$ cat src/rtl/serial_frame_rcv_pkg.sv
// Shared types and defaults for the serial frame receiver.
// SERIAL_FRAME_RCV_PARITY_EN enables the PARITY state in the receiver.
package serial_frame_rcv_pkg;

    typedef enum logic [2:0] {
        IDLE      = 3'd0,
        START_CHK = 3'd1,
        DATA      = 3'd2,
        PARITY    = 3'd3,
        STOP      = 3'd4,
        LOAD      = 3'd5
    } state_t;

    localparam int DEF_NUM_BITS     = 8;
    localparam int DEF_CLKS_PER_BIT = 10;

endpackage

$ cat src/rtl/serial_frame_rcv_if.sv
// Receiver-side bundle: serial line in, parallel word + handshake + error flags out.
// SERIAL_FRAME_RCV_PARITY_EN adds the parity_error flag.
interface serial_frame_rcv_if #(
    parameter int NUM_BITS = serial_frame_rcv_pkg::DEF_NUM_BITS
);
    logic                serial_in;
    logic                data_read;
    logic [NUM_BITS-1:0] rx_data;
    logic                data_ready;
    logic                overrun_error;
    logic                framing_error;
`ifdef SERIAL_FRAME_RCV_PARITY_EN
    logic                parity_error;

    modport master (
        input  serial_in, data_read,
        output rx_data, data_ready, overrun_error, framing_error, parity_error
    );
    modport slave (
        output serial_in, data_read,
        input  rx_data, data_ready, overrun_error, framing_error, parity_error
    );
`else
    modport master (
        input  serial_in, data_read,
        output rx_data, data_ready, overrun_error, framing_error
    );
    modport slave (
        output serial_in, data_read,
        input  rx_data, data_ready, overrun_error, framing_error
    );
`endif
endinterface

$ cat src/rtl/flex_stp_sr.sv
// Serial-to-parallel shift register; SHIFT_MSB picks which end the new bit enters.
module flex_stp_sr #(
    parameter int NUM_BITS  = 8,
    parameter bit SHIFT_MSB = 1'b0
) (
    input  logic                clk,
    input  logic                n_rst,
    input  logic                shift_enable,
    input  logic                serial_in,
    output logic [NUM_BITS-1:0] parallel_out
);
    logic [NUM_BITS-1:0] shifted;

    generate
        if (SHIFT_MSB) begin : g_left
            assign shifted = {parallel_out[NUM_BITS-2:0], serial_in};
        end else begin : g_right
            assign shifted = {serial_in, parallel_out[NUM_BITS-1:1]};
        end
    endgenerate

    always_ff @(posedge clk or negedge n_rst) begin
        if (!n_rst)
            parallel_out <= '1;
        else if (shift_enable)
            parallel_out <= shifted;
    end
endmodule

$ cat src/rtl/serial_frame_rcv.sv
// Serial frame receiver: sync + start detect, mid-bit sampling, stop check, ready/read handshake.
// SERIAL_FRAME_RCV_PARITY_EN adds an even-parity bit between data and stop.
module serial_frame_rcv
    import serial_frame_rcv_pkg::*;
#(
    parameter int NUM_BITS     = DEF_NUM_BITS,
    parameter bit SHIFT_MSB    = 1'b0,
    parameter int CLKS_PER_BIT = DEF_CLKS_PER_BIT
) (
    input  logic               clk,
    input  logic               n_rst,
    serial_frame_rcv_if.master bus
);
    localparam int TW = $clog2(CLKS_PER_BIT);
    localparam int CW = $clog2(NUM_BITS + 1);
    localparam logic [TW-1:0] HALF_LD  = TW'(CLKS_PER_BIT / 2 - 1);
    localparam logic [TW-1:0] FULL_LD  = TW'(CLKS_PER_BIT - 1);
    localparam logic [CW-1:0] LAST_BIT = CW'(NUM_BITS - 1);

    logic sync1, sync2, line_prev;
    logic start_edge, tick, shift_en;

    state_t              state;
    logic [TW-1:0]       timer;
    logic [CW-1:0]       bit_cnt;
    logic [NUM_BITS-1:0] sr_q;
    logic [NUM_BITS-1:0] rx_data_q;
    logic                ready_q, overrun_q, framing_q;
`ifdef SERIAL_FRAME_RCV_PARITY_EN
    logic                parity_q;
`endif

    always_ff @(posedge clk or negedge n_rst) begin
        if (!n_rst) begin
            sync1     <= 1'b1;
            sync2     <= 1'b1;
            line_prev <= 1'b1;
        end else begin
            sync1     <= bus.serial_in;
            sync2     <= sync1;
            line_prev <= sync2;
        end
    end

    assign start_edge = !sync2 && line_prev;
    assign tick       = (timer == '0);
    assign shift_en   = (state == DATA) && tick;

    flex_stp_sr #(
        .NUM_BITS  (NUM_BITS),
        .SHIFT_MSB (SHIFT_MSB)
    ) u_sr (
        .clk          (clk),
        .n_rst        (n_rst),
        .shift_enable (shift_en),
        .serial_in    (sync2),
        .parallel_out (sr_q)
    );

    always_ff @(posedge clk or negedge n_rst) begin
        if (!n_rst) begin
            state     <= IDLE;
            timer     <= '0;
            bit_cnt   <= '0;
            rx_data_q <= '1;
            ready_q   <= 1'b0;
            overrun_q <= 1'b0;
            framing_q <= 1'b0;
`ifdef SERIAL_FRAME_RCV_PARITY_EN
            parity_q  <= 1'b0;
`endif
        end else begin
            // Consumer acknowledge; a LOAD below in the same cycle overrides data_ready.
            if (bus.data_read && ready_q) begin
                ready_q   <= 1'b0;
                overrun_q <= 1'b0;
            end

            // Every sampling state runs the same free-running bit-period timer.
            if (state != IDLE && state != LOAD)
                timer <= tick ? FULL_LD : timer - 1'b1;

            case (state)
                IDLE: begin
                    if (start_edge) begin
                        framing_q <= 1'b0;
`ifdef SERIAL_FRAME_RCV_PARITY_EN
                        parity_q  <= 1'b0;
`endif
                        timer     <= HALF_LD;
                        state     <= START_CHK;
                    end
                end
                START_CHK: begin
                    if (tick) begin
                        bit_cnt <= '0;
                        state   <= sync2 ? IDLE : DATA;
                    end
                end
                DATA: begin
                    if (tick) begin
                        if (bit_cnt == LAST_BIT) begin
`ifdef SERIAL_FRAME_RCV_PARITY_EN
                            state <= PARITY;
`else
                            state <= STOP;
`endif
                        end else begin
                            bit_cnt <= bit_cnt + 1'b1;
                        end
                    end
                end
`ifdef SERIAL_FRAME_RCV_PARITY_EN
                PARITY: begin
                    if (tick) begin
                        if ((^sr_q) ^ sync2)
                            parity_q <= 1'b1;
                        state <= STOP;
                    end
                end
`endif
                STOP: begin
                    if (tick) begin
                        if (sync2) begin
                            state <= LOAD;
                        end else begin
                            framing_q <= 1'b1;
                            state     <= IDLE;
                        end
                    end
                end
                LOAD: begin
                    rx_data_q <= sr_q;
                    ready_q   <= 1'b1;
                    if (ready_q && !bus.data_read)
                        overrun_q <= 1'b1;
                    state <= IDLE;
                end
                default: state <= IDLE;
            endcase
        end
    end

    assign bus.rx_data       = rx_data_q;
    assign bus.data_ready    = ready_q;
    assign bus.overrun_error = overrun_q;
    assign bus.framing_error = framing_q;
`ifdef SERIAL_FRAME_RCV_PARITY_EN
    assign bus.parity_error  = parity_q;
`endif

endmodule

$ cat src/flat_wrapper.sv
// flat-port wrapper written by rule: the top's interface ports become plain ports
module serial_frame_rcv_flat import serial_frame_rcv_pkg::*;
#(
    parameter int NUM_BITS     = DEF_NUM_BITS,
    parameter bit SHIFT_MSB    = 1'b0,
    parameter int CLKS_PER_BIT = DEF_CLKS_PER_BIT
)
  (clk, n_rst, bus_serial_in, bus_data_read, bus_rx_data, bus_data_ready, bus_overrun_error, bus_framing_error);
  serial_frame_rcv_if #(.NUM_BITS(NUM_BITS)) bus_i ();
  input  logic clk;
  input  logic n_rst;
  input wire logic [$bits(bus_i.serial_in)-1:0] bus_serial_in;
  input wire logic [$bits(bus_i.data_read)-1:0] bus_data_read;
  output wire logic [$bits(bus_i.rx_data)-1:0] bus_rx_data;
  output wire logic [$bits(bus_i.data_ready)-1:0] bus_data_ready;
  output wire logic [$bits(bus_i.overrun_error)-1:0] bus_overrun_error;
  output wire logic [$bits(bus_i.framing_error)-1:0] bus_framing_error;
  assign bus_i.serial_in = bus_serial_in;
  assign bus_i.data_read = bus_data_read;
  assign bus_rx_data = bus_i.rx_data;
  assign bus_data_ready = bus_i.data_ready;
  assign bus_overrun_error = bus_i.overrun_error;
  assign bus_framing_error = bus_i.framing_error;
  serial_frame_rcv #(.NUM_BITS(NUM_BITS), .SHIFT_MSB(SHIFT_MSB), .CLKS_PER_BIT(CLKS_PER_BIT)) u_core (.clk(clk), .n_rst(n_rst), .bus(bus_i));
endmodule
$ cat config.mk
export PLATFORM = sky130hd
export DESIGN_NAME = serial_frame_rcv_flat
export DESIGN_NICKNAME = d
export VERILOG_FILES = /design/src/rtl/serial_frame_rcv_pkg.sv /design/src/rtl/serial_frame_rcv_if.sv /design/src/rtl/flex_stp_sr.sv /design/src/rtl/serial_frame_rcv.sv /design/src/flat_wrapper.sv
export SDC_FILE = /design/constraint.sdc
export NUM_CORES = 1
export LEC_CHECK = 0
export BUFFER_PORTS_ARGS = -buffer_cell sky130_fd_sc_hd__buf_2
export CORE_MARGIN = 10
export CORE_UTILIZATION = 57
export DETAILED_ROUTE_END_ITERATION = 16
export PLACE_DENSITY = 0.77
export RECOVER_POWER = 25
export SLEW_MARGIN = 20
export SYNTH_ARGS = -nofsm -noshare
export SYNTH_HDL_FRONTEND = slang
export SYNTH_SLANG_ARGS = --single-unit
$ cat constraint.sdc
create_clock -name clk -period 1.9 [get_ports clk]
set_input_delay 0 -clock clk [delete_from_list [all_inputs] [get_ports clk]]
set_output_delay 0 -clock clk [all_outputs]
set_load 0.005 [all_outputs]
-- Word-level counts from Yosys, hierarchy flattened
Cells that the tools add are included.
- add/subtract/negate cells: 2
- eq/ne operators: 13
- multiplexer cells: 25
- reductions and logical operators: 16
- operators by type and width (operator ; number):
    4-bit two-way mux ; 7
    3-bit two-way mux ; 6
    3-bit one-hot mux with 4 select lines ; 1
    1-bit two-way mux ; 8
    2-bit by 1-bit inequality test with 1-bit output (second input constant) ; 4
    4-bit one-hot mux with 2 select lines ; 1
    4-bit AND reduction ; 2
    3-bit == test (second input constant) ; 2
    2-bit inequality test (second input constant) ; 3
    2-bit nonzero test ; 3
    1-bit logical AND ; 5
    5-bit AND reduction ; 1
    4-bit by 1-bit adder with 4-bit output (second input constant) ; 1
    4-bit by 3-bit == test with 1-bit output (second input constant) ; 1
    4-bit zero test ; 1
    4-bit by 1-bit subtractor with 4-bit output (second input constant) ; 1
    3-bit by 1-bit == test with 1-bit output (second input constant) ; 1
    3-bit by 2-bit == test with 1-bit output (second input constant) ; 1
    3-bit zero test ; 1
    3-bit inequality test (second input constant) ; 1
    3-bit nonzero test ; 1
    1-bit zero test ; 2
    2-bit two-way mux ; 1
    1-bit one-hot mux with 2 select lines ; 1
- register bits: 33
- bits of input ports: 4
- output and inout bits: 11
- logic and storage cells: 67

-- Longest topological paths before layout
- word-level depth: 5
- gate-level depth with buffers: 4
- gate-level depth less buffers: 4

-- Hierarchy
A second synthesis with hierarchy kept.
- cells, all modules: 130
- area total of the unflattened synthesis: 1592.8 µm²
- by module, submodules not included (module ; instances ; cells each ; area each (µm²) ; seq. area each (µm²)):
    serial_frame_rcv ; 1 ; 113 ; 1251.2 ; 639.4
    flex_stp_sr ; 1 ; 17 ; 341.6 ; 210.2

-- Worst setup path before layout
Ideal clock, no wire load.
- path type: register to register
- start: reg u_core.timer[0]
- end: reg u_core.state[2]
- library setup time: 0.079 ns
- arrival: 1.653 ns
- required time: 1.821 ns
- path slack: 0.168 ns
- cell stages (with the launch flop): 5
- buffers on the path: 1
- period minus slack after synthesis: 1.732 ns
- path through: dfrtp_1 > or4_1 > buf_2 > or4_1 > a21oi_1
- cells in the longest elaborated chain, start to end: 3
- elaborated cells on any way between the ends: 5
- classes of those cells: eq/ne (3); reduce/logical (2)
- ends and longest elaborated chain (item ; line ; source):
    start: declaration ; serial_frame_rcv.sv:24 ; logic [TW-1:0] timer;
    start signal: assignment ; serial_frame_rcv.sv:81 ; timer <= tick ? FULL_LD : timer - 1'b1;
    4-bit zero test * ; serial_frame_rcv.sv:46 ; assign tick = (timer == '0);
    2-bit by 1-bit inequality test with 1-bit output (no source line) ; - ;
    5-bit AND reduction (no source line) * ; - ;
    end signal: assignment ; serial_frame_rcv.sv:97 ; state <= sync2 ? IDLE : DATA;
    end: declaration ; serial_frame_rcv.sv:23 ; state_t state;
Every way passes the cells marked *; elsewhere a longest branch is shown, timed or not.
A chain may end at the register's enable or synchronous reset.

-- Worst setup path in the final report
- start: reg u_core.timer[2]
- end: reg u_core.state[2]
The elaborated chain is that of the path after synthesis.

==> impl_metrics.ini <==
[routing]
drc = 0
viasPerCell = 5.826
ant_nets = 0
wl_um = 2869
wl_per_cell_um = 16.68
vias = 1002
drt_iter0_markers = 82
drt-pass1-iter-count = 4

[grt]
grt_pass1_wl_um = 4947
first_global_vias = 1068
antenna_found_initial = 0
overflow = 0
grt_max_degree = 34
track_usage = 0.1236

[die]
start_util = 0.5968
core-area_um2 = 2455
die_height_um = 70.70
pin_count = 15
die_width_um = 70.70
rows = 18
die_area_um2 = 4998

[power_and_ir_drop]
power.switching_uw = 597.6
power_density_nw_per_um2 = 1136
p_comb_frac = 0.255
power.internal_uw = 1348
switching_share = 0.3072
power_leakage_uw = 0.0007444
clock_power_share = 0.277
ir_worst_vdd_uv = 813.3
pwr-share-seq = 0.468

[worst_setup_path]
crit_buf_inv = 0
r2r-end = u_core.state[2]$_DFFE_PN0P_
r2r_start = u_core.timer[2]$_DFF_PN0_
worst_setup_path_end_kind = flop
crit_type = flop to flop
crit_arrival_ns = 2.00
cp_slowest_cell = or4_4
reg2regPathDepth = 3
cpPeakStageDelay_ns = 0.56
crit_fanout = 6
critPathLaunchType = flop
regToRegSetupSlack_ns = 0.15
cp.required_ns = 2.16
crit_chain = or4_4 > or4_1 > a21oi_1
crit_family = simple AND/OR/NAND/NOR gates

[synthesis]
synth_warnings = 0
ys_top_cells_by_count = dfstp_2, mux2_2, dfrtp_1
avgSynthCellArea_um2 = 12.52
synth-edff-count = 0
yosysSeqAreaShare = 0.5798
ys_top_cells_by_area = dfstp_2, dfrtp_1, mux2_2, mux2i_1, inv_1
syn_nets = 122
postSynthCellCount = 117
yosysTopAreaCell = dfstp_2
synth.most_common_cell = dfstp_2
ys_types = 42
ys_ff_latch = 33
synthFlopType = dfstp_2
yosys.area.top_type_share = 0.3407
synthArstFlopShare = 1.000
synthesis.area_um2 = 1465

[placed_design]
place_congestion = 0.7832
dp_hpwl_um = 1949
dp_cells = 161
port_buffers = 14

[timing]
finalCritPeriodShare = 0.9195
clock_skew_ns = 0.01272
max_freq_mhz = 572.4
hold_viol = 0
drv_slew = 34
min_period_ns = 1.747
relSlewSlack = -0.1124
setup_viol = 0
tns_ns = 0
tightest_slew_ns = 1.669
rsz0062_at_grt = false

[hold_path]
hp-class = primary input to flop
hold_depth = 2
hp-start = bus_serial_in
holdPathEnd = u_core.sync1$_DFF_PN1_

[clocking]
numCtsBuffers = 5
clockBufferDepth = 2
root_buffer = clkbuf_4
clkSinkCount = 33
clk_pin_slew_ns = 0.10
cts_tree = done
clkLatencyLatePin_ns = 0.33
htreeDepth = 2

[final_layout]
num-nets-final = 146
fin_cells = 172
fill_cells = 191
drive_above_1_share = 0.4437
area_growth_pct = 16.91
num_antenna_cells = 0

[job]
maxCapViolCount = 1

[outcome]
status = complete, but fails checks
violations = max-capacitance violations, max-slew violations
-- power groups by stage --
stage	registers (µW)	clock network, µW	logic (µW)
after floorplan	878	0	355
after global placement	914	0	447
after CTS	906	564	476
after global routing	927	592	556
final	911	539	496
after detailed placement	920	0	468
-- worst max path at each step --
stage                                                to                       from  slack (ns)  depth (start not counted)
final                       u_core.state[2]$_DFFE_PN0P_  u_core.timer[2]$_DFF_PN0_        0.15                          3
after global routing      u_core.bit_cnt[1]$_DFFE_PN0P_                      n_rst        0.06                          2
after CTS                 u_core.bit_cnt[3]$_DFFE_PN0P_  u_core.timer[2]$_DFF_PN0_        0.09                          3
after detailed placement  u_core.bit_cnt[3]$_DFFE_PN0P_  u_core.timer[2]$_DFF_PN0_        0.11                          3
after global placement    u_core.bit_cnt[3]$_DFFE_PN0P_  u_core.timer[2]$_DFF_PN0_        0.18                          3
after floorplan             u_core.state[2]$_DFFE_PN0P_  u_core.timer[0]$_DFF_PN0_        0.17                          4
-- what timing repair did --
item                                    in CTS  in global routing
endpoints found under the hold margin       17                  0
endpoints found under the setup margin       0                  4
hold buffers                                 3                  0
setup buffers                                0                  0
resized for setup                            0                  2
-- cell type report --
cell class | count | area [µm²] | area share
inverters | 8 | 30.03 | 0.01753
repair buffers | 21 | 128.9 | 0.07524
multi-input cells | 72 | 581.8 | 0.3397
clock inverters | 1 | 30.03 | 0.01753
clock buffers | 7 | 55.05 | 0.03214
well taps | 30 | 37.54 | 0.02191
flip-flops and latches | 33 | 849.6 | 0.4960
-- logic make-up (layout without fill, tap and decap cells) --
kind of cell / after synthesis / after routing / synth area share
flops: 33 / 33 / 0.5798
buf+inv: 12 / 37 / 0.03159
fa+ha+maj: 1 / 1 / 0.008538
simple gates: 28 / 28 / 0.1213
xor+xnor: 3 / 3 / 0.01794
mux: 19 / 19 / 0.1435
compound gates: 21 / 21 / 0.09736
-- through the flow --
step	total power (µW)	hold WS, ns	setup slack [ns]	util	instance area, µm²
after floorplan	1233	-0.2956	0.1683	-	1465
final	1946	0.3340	0.1529	0.6978	1713
after global routing	2076	0.3051	0.06273	0.6978	1713
after detailed placement	1388	0.08317	0.1104	0.6463	1587
after CTS	1946	0.2395	0.08792	0.6932	1702
after global placement	1361	0.07868	0.1848	0.6463	1587
-- registers in the layout, indices dropped and copies added (netlist names), named ones only --
signal and count:
u_core.u_sr.parallel_out 8, u_core.bus.data_ready 1, u_core.bit_cnt 4, u_core.bus.framing_error 1, u_core.sync2 1, u_core.line_prev 1, u_core.bus.rx_data 8, u_core.state 3
u_core.timer 4, u_core.sync1 1
-- placed cells by master, fill, tap and decap left out, drive strengths merged, types with 2 or more instances in the layout --
master	instances
dfstp	19
buf	17
mux2	16
dfrtp	14
inv	8
clkbuf	8
o21ai	5
nand3	5
nand2	4
mux2i	3
a21oi	3
nand3b	3
o211ai	3
dlygate4sd3	3
nor2	2
xnor2	2
or4	2
nor4	2
-- layer usage --
metal  vias up  track usage  part of all wire
li1        473            -                 -
met1       505       0.1295              0.42
met2        20       0.2087              0.53
met3         4      0.04324             0.037
met4         0      0.07312             0.017
met5         -            0                 0
Power figures use the tool's default switching activity.
